===== config.mk =====
export PLATFORM = sky130hd
export DESIGN_NAME = idu_ctrl
export DESIGN_NICKNAME = d
export VERILOG_FILES = /design/src/rtl/idu_ctrl_pkg.sv /design/src/rtl/idu_ctrl_cnt.sv /design/src/rtl/idu_ctrl.sv
export SDC_FILE = /design/constraint.sdc
export NUM_CORES = 1
export LEC_CHECK = 0
export CAP_MARGIN = 40
export CORE_MARGIN = 1
export CORE_UTILIZATION = 62
export CTS_CLUSTER_DIAMETER = 40
export DETAILED_ROUTE_END_ITERATION = 12
export DONT_BUFFER_PORTS = 1
export PLACE_DENSITY = 0.78
export RECOVER_POWER = 100
export SLEW_MARGIN = 20
export SYNTH_ARGS = -nofsm -noshare
export SYNTH_HDL_FRONTEND = slang
export SYNTH_SLANG_ARGS = --single-unit
export TNS_END_PERCENT = 50

===== constraint.sdc =====
create_clock -name clk -period 4.5 [get_ports clk]
set_input_delay 1.35 -clock clk [delete_from_list [all_inputs] [get_ports clk]]
set_output_delay 1.35 -clock clk [all_outputs]
set_load 0.01 [all_outputs]

===== src/rtl/idu_ctrl_pkg.sv =====
// idu_ctrl_pkg: shared widths, decoder numbers and FSM state encodings for the decode controller
package idu_ctrl_pkg;
  localparam int IDU_ISA_WIDTH = 32;
  localparam int IDU_INST_NUM_WIDTH = 6;
  localparam int IDU_CNT_WIDTH = 32;
  localparam logic [IDU_INST_NUM_WIDTH-1:0] IDU_INV_NUM = 6'd0;
  localparam logic [IDU_INST_NUM_WIDTH-1:0] IDU_EBREAK_NUM = 6'd37;
  typedef enum logic [2:0] {
    IDU_CTRL_IDLE = 3'd0,
    IDU_CTRL_DEC  = 3'd1,
    IDU_CTRL_OUT  = 3'd2,
    IDU_CTRL_TRAP = 3'd3,
    IDU_CTRL_HALT = 3'd4
  } idu_ctrl_state_e;
endpackage


===== src/rtl/idu_ctrl_cnt.sv =====
// idu_ctrl_cnt: saturating up-counter, cleared by rst, sticks at all-ones
//   clk, rst : clock, synchronous active-high reset
//   inc      : count one event this cycle
//   cnt      : current count
module idu_ctrl_cnt #(
  parameter int W = 32
) (
  input  logic         clk,
  input  logic         rst,
  input  logic         inc,
  output logic [W-1:0] cnt
);
  always_ff @(posedge clk) begin
    if (rst) cnt <= '0;
    else if (inc && !(&cnt)) cnt <= cnt + 1'b1;
  end
endmodule


===== src/rtl/idu_ctrl.sv =====
// idu_ctrl: decode-stage sequencer between IFU and EXU around an external decoder tree
//   ifu_valid/ifu_ready, inst_in, pc_in : instruction offer from IFU
//   dec_inst -> dec_num                 : loop through the external decoder tree
//   exu_valid/exu_ready, inst_num,
//   inst_out, pc_out                    : decoded instruction handed to EXU
//   flush                               : drop any held instruction
//   trap/trap_pc, halt                  : sticky invalid-instruction and ebreak stops
//   dec_count                           : saturating count of EXU handshakes
module idu_ctrl
  import idu_ctrl_pkg::*;
#(
  parameter int ISA_WIDTH = IDU_ISA_WIDTH,
  parameter int INST_NUM_WIDTH = IDU_INST_NUM_WIDTH,
  parameter logic [INST_NUM_WIDTH-1:0] INV_NUM = IDU_INV_NUM,
  parameter logic [INST_NUM_WIDTH-1:0] EBREAK_NUM = IDU_EBREAK_NUM,
  parameter int CNT_WIDTH = IDU_CNT_WIDTH
) (
  input  logic                      clk,
  input  logic                      rst,
  input  logic                      ifu_valid,
  output logic                      ifu_ready,
  input  logic [ISA_WIDTH-1:0]      inst_in,
  input  logic [ISA_WIDTH-1:0]      pc_in,
  output logic [ISA_WIDTH-1:0]      dec_inst,
  input  logic [INST_NUM_WIDTH-1:0] dec_num,
  output logic                      exu_valid,
  input  logic                      exu_ready,
  output logic [INST_NUM_WIDTH-1:0] inst_num,
  output logic [ISA_WIDTH-1:0]      inst_out,
  output logic [ISA_WIDTH-1:0]      pc_out,
  input  logic                      flush,
  output logic                      trap,
  output logic                      halt,
  output logic [ISA_WIDTH-1:0]      trap_pc,
  output logic [CNT_WIDTH-1:0]      dec_count
);
  idu_ctrl_state_e state_q, state_d;
  logic [ISA_WIDTH-1:0] inst_q, pc_q, trap_pc_q;
  logic [INST_NUM_WIDTH-1:0] num_q;
  logic is_ebreak, is_inv, accept, handshake;
  assign is_ebreak = num_q == EBREAK_NUM;
  assign is_inv = dec_num == INV_NUM;
  // An ebreak in OUT never lets a new instruction in behind it: the pipe halts after it.
  assign ifu_ready = !flush && (state_q == IDU_CTRL_IDLE ||
                     (state_q == IDU_CTRL_OUT && exu_ready && !is_ebreak));
  assign accept = ifu_valid && ifu_ready;
  assign handshake = state_q == IDU_CTRL_OUT && exu_ready && !flush;
  assign exu_valid = state_q == IDU_CTRL_OUT;
  assign trap = state_q == IDU_CTRL_TRAP;
  assign halt = state_q == IDU_CTRL_HALT;
  assign dec_inst = inst_q;
  assign inst_out = inst_q;
  assign pc_out = pc_q;
  assign inst_num = num_q;
  assign trap_pc = trap_pc_q;
  always_comb begin
    state_d = state_q;
    case (state_q)
      IDU_CTRL_IDLE: state_d = accept ? IDU_CTRL_DEC : IDU_CTRL_IDLE;
      IDU_CTRL_DEC:  state_d = flush ? IDU_CTRL_IDLE : is_inv ? IDU_CTRL_TRAP : IDU_CTRL_OUT;
      IDU_CTRL_OUT:  state_d = flush ? IDU_CTRL_IDLE : !exu_ready ? IDU_CTRL_OUT :
                               is_ebreak ? IDU_CTRL_HALT : accept ? IDU_CTRL_DEC : IDU_CTRL_IDLE;
      IDU_CTRL_TRAP: state_d = IDU_CTRL_TRAP;
      IDU_CTRL_HALT: state_d = IDU_CTRL_HALT;
      default:       state_d = IDU_CTRL_IDLE;
    endcase
  end
  always_ff @(posedge clk) begin
    if (rst) begin
      state_q <= IDU_CTRL_IDLE;
      inst_q <= '0;
      pc_q <= '0;
      num_q <= '0;
      trap_pc_q <= '0;
    end else begin
      state_q <= state_d;
      if (accept) begin
        inst_q <= inst_in;
        pc_q <= pc_in;
      end
      if (state_q == IDU_CTRL_DEC && !flush) begin
        num_q <= dec_num;
        if (is_inv) trap_pc_q <= pc_q;
      end
    end
  end
  idu_ctrl_cnt #(.W(CNT_WIDTH)) u_cnt (
    .clk(clk),
    .rst(rst),
    .inc(handshake),
    .cnt(dec_count)
  );
endmodule


==> impl_table.tex <==
\begin{tabular}{lr}
\hline
Metric & Value \\
\hline
\multicolumn{2}{l}{\textbf{Floorplan}} \\
\quad Die boundary width & 97.1 µm \\
\quad Initial core utilization & 0.643 \\
\quad Placeable Area & 8720 µm² \\
\quad Number of I/O pins & 245 \\
\quad \# rows & 34 \\
\quad Die footprint & 9430 µm² \\
\quad Vert. Die Dim & 97.1 µm \\
\multicolumn{2}{l}{\textbf{Power}} \\
\quad Power Density & 462 nW/µm² \\
\quad Fraction of power consumed by sequential logic & 0.472 \\
\quad Switching share of power & 0.228 \\
\quad Relative contribution of combinational cells to total power & 0.025 \\
\quad Reported net switching power & 624 µW \\
\quad Cell Int Power & 2.11 mW \\
\quad Part of the total power dissipated in the clock network & 0.503 \\
\quad Standby leakage power & 1.96 nW \\
\quad Final Total Pwr & 2.74 mW \\
\quad Max rail drop VDD & 0.317 mV \\
\multicolumn{2}{l}{\textbf{Global route}} \\
\quad Via count of the first global-routing pass & 4351 \\
\quad GRT Total Usage & 0.273 \\
\quad Antenna violations before repair & 0 \\
\quad Overall overflow remaining after global route & 0 \\
\quad Global-route wire length before repair & 21.0 mm \\
\quad Maximum number of pins on one net before global-route repair & 142 \\
\multicolumn{2}{l}{\textbf{Route}} \\
\quad Vias per inst & 6.05 \\
\quad Drt first-iter violations & 205 \\
\quad Post-route ant nets & 0 \\
\quad Wire length reported by the detailed router & 13.0 mm \\
\quad Post-detailed-route DRC marker count & 0 \\
\quad Number of iterations in the first detailed-routing pass & 5 \\
\quad Post-detailed-route wirelength per cell & 17.0 µm \\
\quad Total number of vias & 4647 \\
\multicolumn{2}{l}{\textbf{CTS}} \\
\quad Level count of the clock H-tree & 4 \\
\quad Cell at the root of the clock tree & clkbuf\_8 \\
\quad Number of clock sinks seen by CTS & 137 \\
\quad Clock Pin Slew Worst Setup and Hold Paths & 0.06 ns \\
\quad Clock latency on the worst-skew pair & 0.51 ns \\
\quad CTS tree & yes \\
\quad CTS-repair resized insts & 0 \\
\quad Count of hold-fix buffers inserted at cts & 0 \\
\quad Setup Fix Bufs, Post-CTS & 0 \\
\quad CTS buffer count & 17 \\
\quad Clock tree buffer depth & 2 \\
\multicolumn{2}{l}{\textbf{Timing}} \\
\quad Portion of the clock cycle consumed by the worst path in the final layout & 0.741 \\
\quad Count of final hold-check violations & 0 \\
\quad Slew HR & -0.0560 \\
\quad Final setup violation count & 0 \\
\quad Worst Max-Slew Pin Slew & 1.58 ns \\
\quad RSZ-0062 raised after global routing & false \\
\quad Aggregate negative setup slack & 0 ns \\
\quad Final max-slew violation count & 34 \\
\quad Shortest clock period the worst path allows after layout & 3.33 ns \\
\quad Max Clock Freq & 300 MHz \\
\quad Setup Skew & 0.0115 ns \\
\multicolumn{2}{l}{\textbf{Synth}} \\
\quad Mapped Cells & 696 \\
\quad Number of library cell types mapped by synthesis & 41 \\
\quad Most used flip-flop cell after synthesis & dfxtp\_1 \\
\quad Net count of the mapped netlist & 772 \\
\quad Seq cells post-synth & 137 \\
\quad Syn\_area\_per\_cell & 8.06 µm² \\
\quad Proportion of synthesized flip-flops having asynchronous set or reset & 0 \\
\quad Post-synth EDFFs & 0 \\
\quad Proportion of synthesized chip area in sequential cells & 0.489 \\
\quad Number of warnings issued by yosys & 0 \\
\quad Total standard cell area after synthesis & 5610 µm² \\
\multicolumn{2}{l}{\textbf{Setup path}} \\
\quad Cell with the largest stage delay on the worst path & or4\_1 \\
\quad Register-to-Register Path Depth & 7 \\
\quad Highest net fanout along the worst path & 18 \\
\quad Largest incremental delay on the critical path & 0.70 ns \\
\quad Data required time of the critical path & 4.89 ns \\
\quad Number of stages on the worst setup path & 7 \\
\quad Type of element capturing the critical path & flop \\
\quad Worst path top cell family by delay & simple AND/OR/NAND/NOR gates \\
\quad Worst Path Buf+Inv & 1 \\
\quad End of the worst register-to-register path & u\_cnt.cnt[5]\$\_SDFFE\_PP0P\_ \\
\quad RR Startpoint & u\_cnt.cnt[0]\$\_SDFFE\_PP0P\_ \\
\quad Cell breakdown of the critical path & ha\_1, nand3\_1, or4\_1, nor4\_4, clkbuf\_1, nor4b\_1, mux2\_2 \\
\quad R2r setup slk & 1.17 ns \\
\quad Critical Setup Path Class & reg -> reg \\
\quad Kind of start point of the critical path & flop \\
\quad Arrival time of data at the critical path endpoint & 3.72 ns \\
\quad Critical Path Source & u\_cnt.cnt[0]\$\_SDFFE\_PP0P\_ \\
\multicolumn{2}{l}{\textbf{Worst hold path}} \\
\quad Min-Delay Path Class & reg -> reg \\
\quad Capture endpoint of the worst hold path & trap\_pc[6]\$\_SDFFE\_PP0P\_ \\
\quad Worst min-delay path startpoint & trap\_pc[6]\$\_SDFFE\_PP0P\_ \\
\quad Hold Crit Depth & 2 \\
\multicolumn{2}{l}{\textbf{Layout}} \\
\quad Cell area after layout & 5920 µm² \\
\quad Final cell utilization of the core & 0.679 \\
\quad Number of non-filler instances in the completed layout & 768 \\
\quad Synth-to-layout area growth & 5.55\% \\
\quad Final antenna diode count & 0 \\
\quad Total number of nets in the final design & 723 \\
\quad Share of post-route cells with drive strength above 1 & 0.0621 \\
\multicolumn{2}{l}{\textbf{Place}} \\
\quad Detailed placer's ending HPWL & 8.62 mm \\
\quad Inst Count DP & 735 \\
\quad Post-placement cell area & 5380 µm² \\
\quad RD Place Congestion & 0.803 \\
\quad Number of I/O port buffers & 0 \\
\multicolumn{2}{l}{\textbf{Flow run}} \\
\quad Total of max-cap violations & 1 \\
\multicolumn{2}{l}{\textbf{Run status}} \\
\quad Violations in the final reports & capacitance limit, slew limit \\
\quad Outcome & finished with violations \\
\hline
\end{tabular}
worst min-delay path: stages (launching register included):
cell and delay [ns]:
dfxtp_1 0.34, nand2_1 0.06, a21oi_1 0.05
flip-flops by register name (all words and copies together) (netlist names):
register,cells
dec_inst,32
pc_out,32
trap_pc,32
u_cnt.cnt,32
inst_num,6
state_q,3
how the worst max path moves through the flow:
stage,slack [ns],endpoint
2_1_floorplan,1.38,ifu_ready
3_3_place_gp,1.34,ifu_ready
3_5_place_dp,1.31,ifu_ready
4_1_cts,1.31,ifu_ready
5_1_grt,0.96,u_cnt.cnt[5]$_SDFFE_PP0P_
6_report,1.17,u_cnt.cnt[5]$_SDFFE_PP0P_
metal layers:
layer,vias up,global-route usage,routed length [µm]
met5,-,0,0
met4,0,0.0884,182
met3,16,0.132,1410
met2,206,0.447,6360
met1,2161,0.313,5090
li1,2264,-,-
placed cells by master, fill, tap and decap left out, types with 4 or more instances in the layout:
cell type    n
o31ai_1     15
inv_6        5
mux2i_1      6
clkbuf_16   16
dfxtp_1    137
and4_1       4
nor4_1       4
nand4_1     10
nor2_1      17
o21ai_0     12
clkbuf_8     4
nand2_1    208
nor3_1       6
nor4b_1      4
nor2b_1      5
clkbuf_1     6
mux2_2       4
a21oi_1    124
nand3_1     11
or3_1       10
or4_1       16
and3_1       5
inv_1        5
stage by stage:
| stage | hold WS, ns | setup slack, ns |
|---|---|---|
| finish | 0.499 | 1.17 |
| global route | 0.517 | 0.958 |
| CTS | 0.499 | 1.31 |
| detailed placement | 0.491 | 1.31 |
| global placement | 0.486 | 1.34 |
| floorplan | 0.481 | 1.38 |
power groups by stage:
stage	clock network, mW	logic (mW)	registers [mW]
floorplan	0	0.0971	1.30
global route	1.45	0.0784	1.30
global placement	0	0.0626	1.32
detailed placement	0	0.0671	1.32
finish	1.38	0.0681	1.29
CTS	1.39	0.0672	1.29
cell families after synthesis:
logic type,Yosys count,share of synthesized area
buf+inv,81,0.0798
compound gates,160,0.155
simple gates,307,0.255
flops,137,0.489
mux,10,0.0187
fa+ha+maj,1,0.00223
area by class of cell:
type	instances	area, µm²
timing repair buffer	8	53.8
clock inverter	11	134
sequential	137	2740
multi-input combinational	478	2380
inverter	5	18.8
clock buffer	21	459
tap	108	135
fill	748	2800
synthesized netlist by cell type, drive strengths merged (2+ instances only):
| library cell | n | share of area |
|---|---|---|
| and4 | 4 | 0.0062 |
| nor4b | 4 | 0.012 |
| buf | 38 | 0.051 |
| or4 | 16 | 0.022 |
| mux2 | 4 | 0.0080 |
| a21oi | 124 | 0.11 |
| nor3 | 6 | 0.0054 |
| dfxtp | 137 | 0.49 |
| and2 | 2 | 0.0022 |
| o21ai | 12 | 0.011 |
| nor4 | 5 | 0.0083 |
| inv | 5 | 0.0033 |
| nor2b | 5 | 0.0056 |
| nor2 | 17 | 0.011 |
| o31a | 2 | 0.0031 |
| clkbuf | 38 | 0.026 |
| nand2 | 208 | 0.14 |
| o31ai | 15 | 0.020 |
| nand3 | 11 | 0.0098 |
| mux2i | 6 | 0.011 |
| and3 | 5 | 0.0056 |
| nand4 | 10 | 0.011 |
| or3 | 10 | 0.011 |
Note: power is estimated with default switching activity, not from simulation.
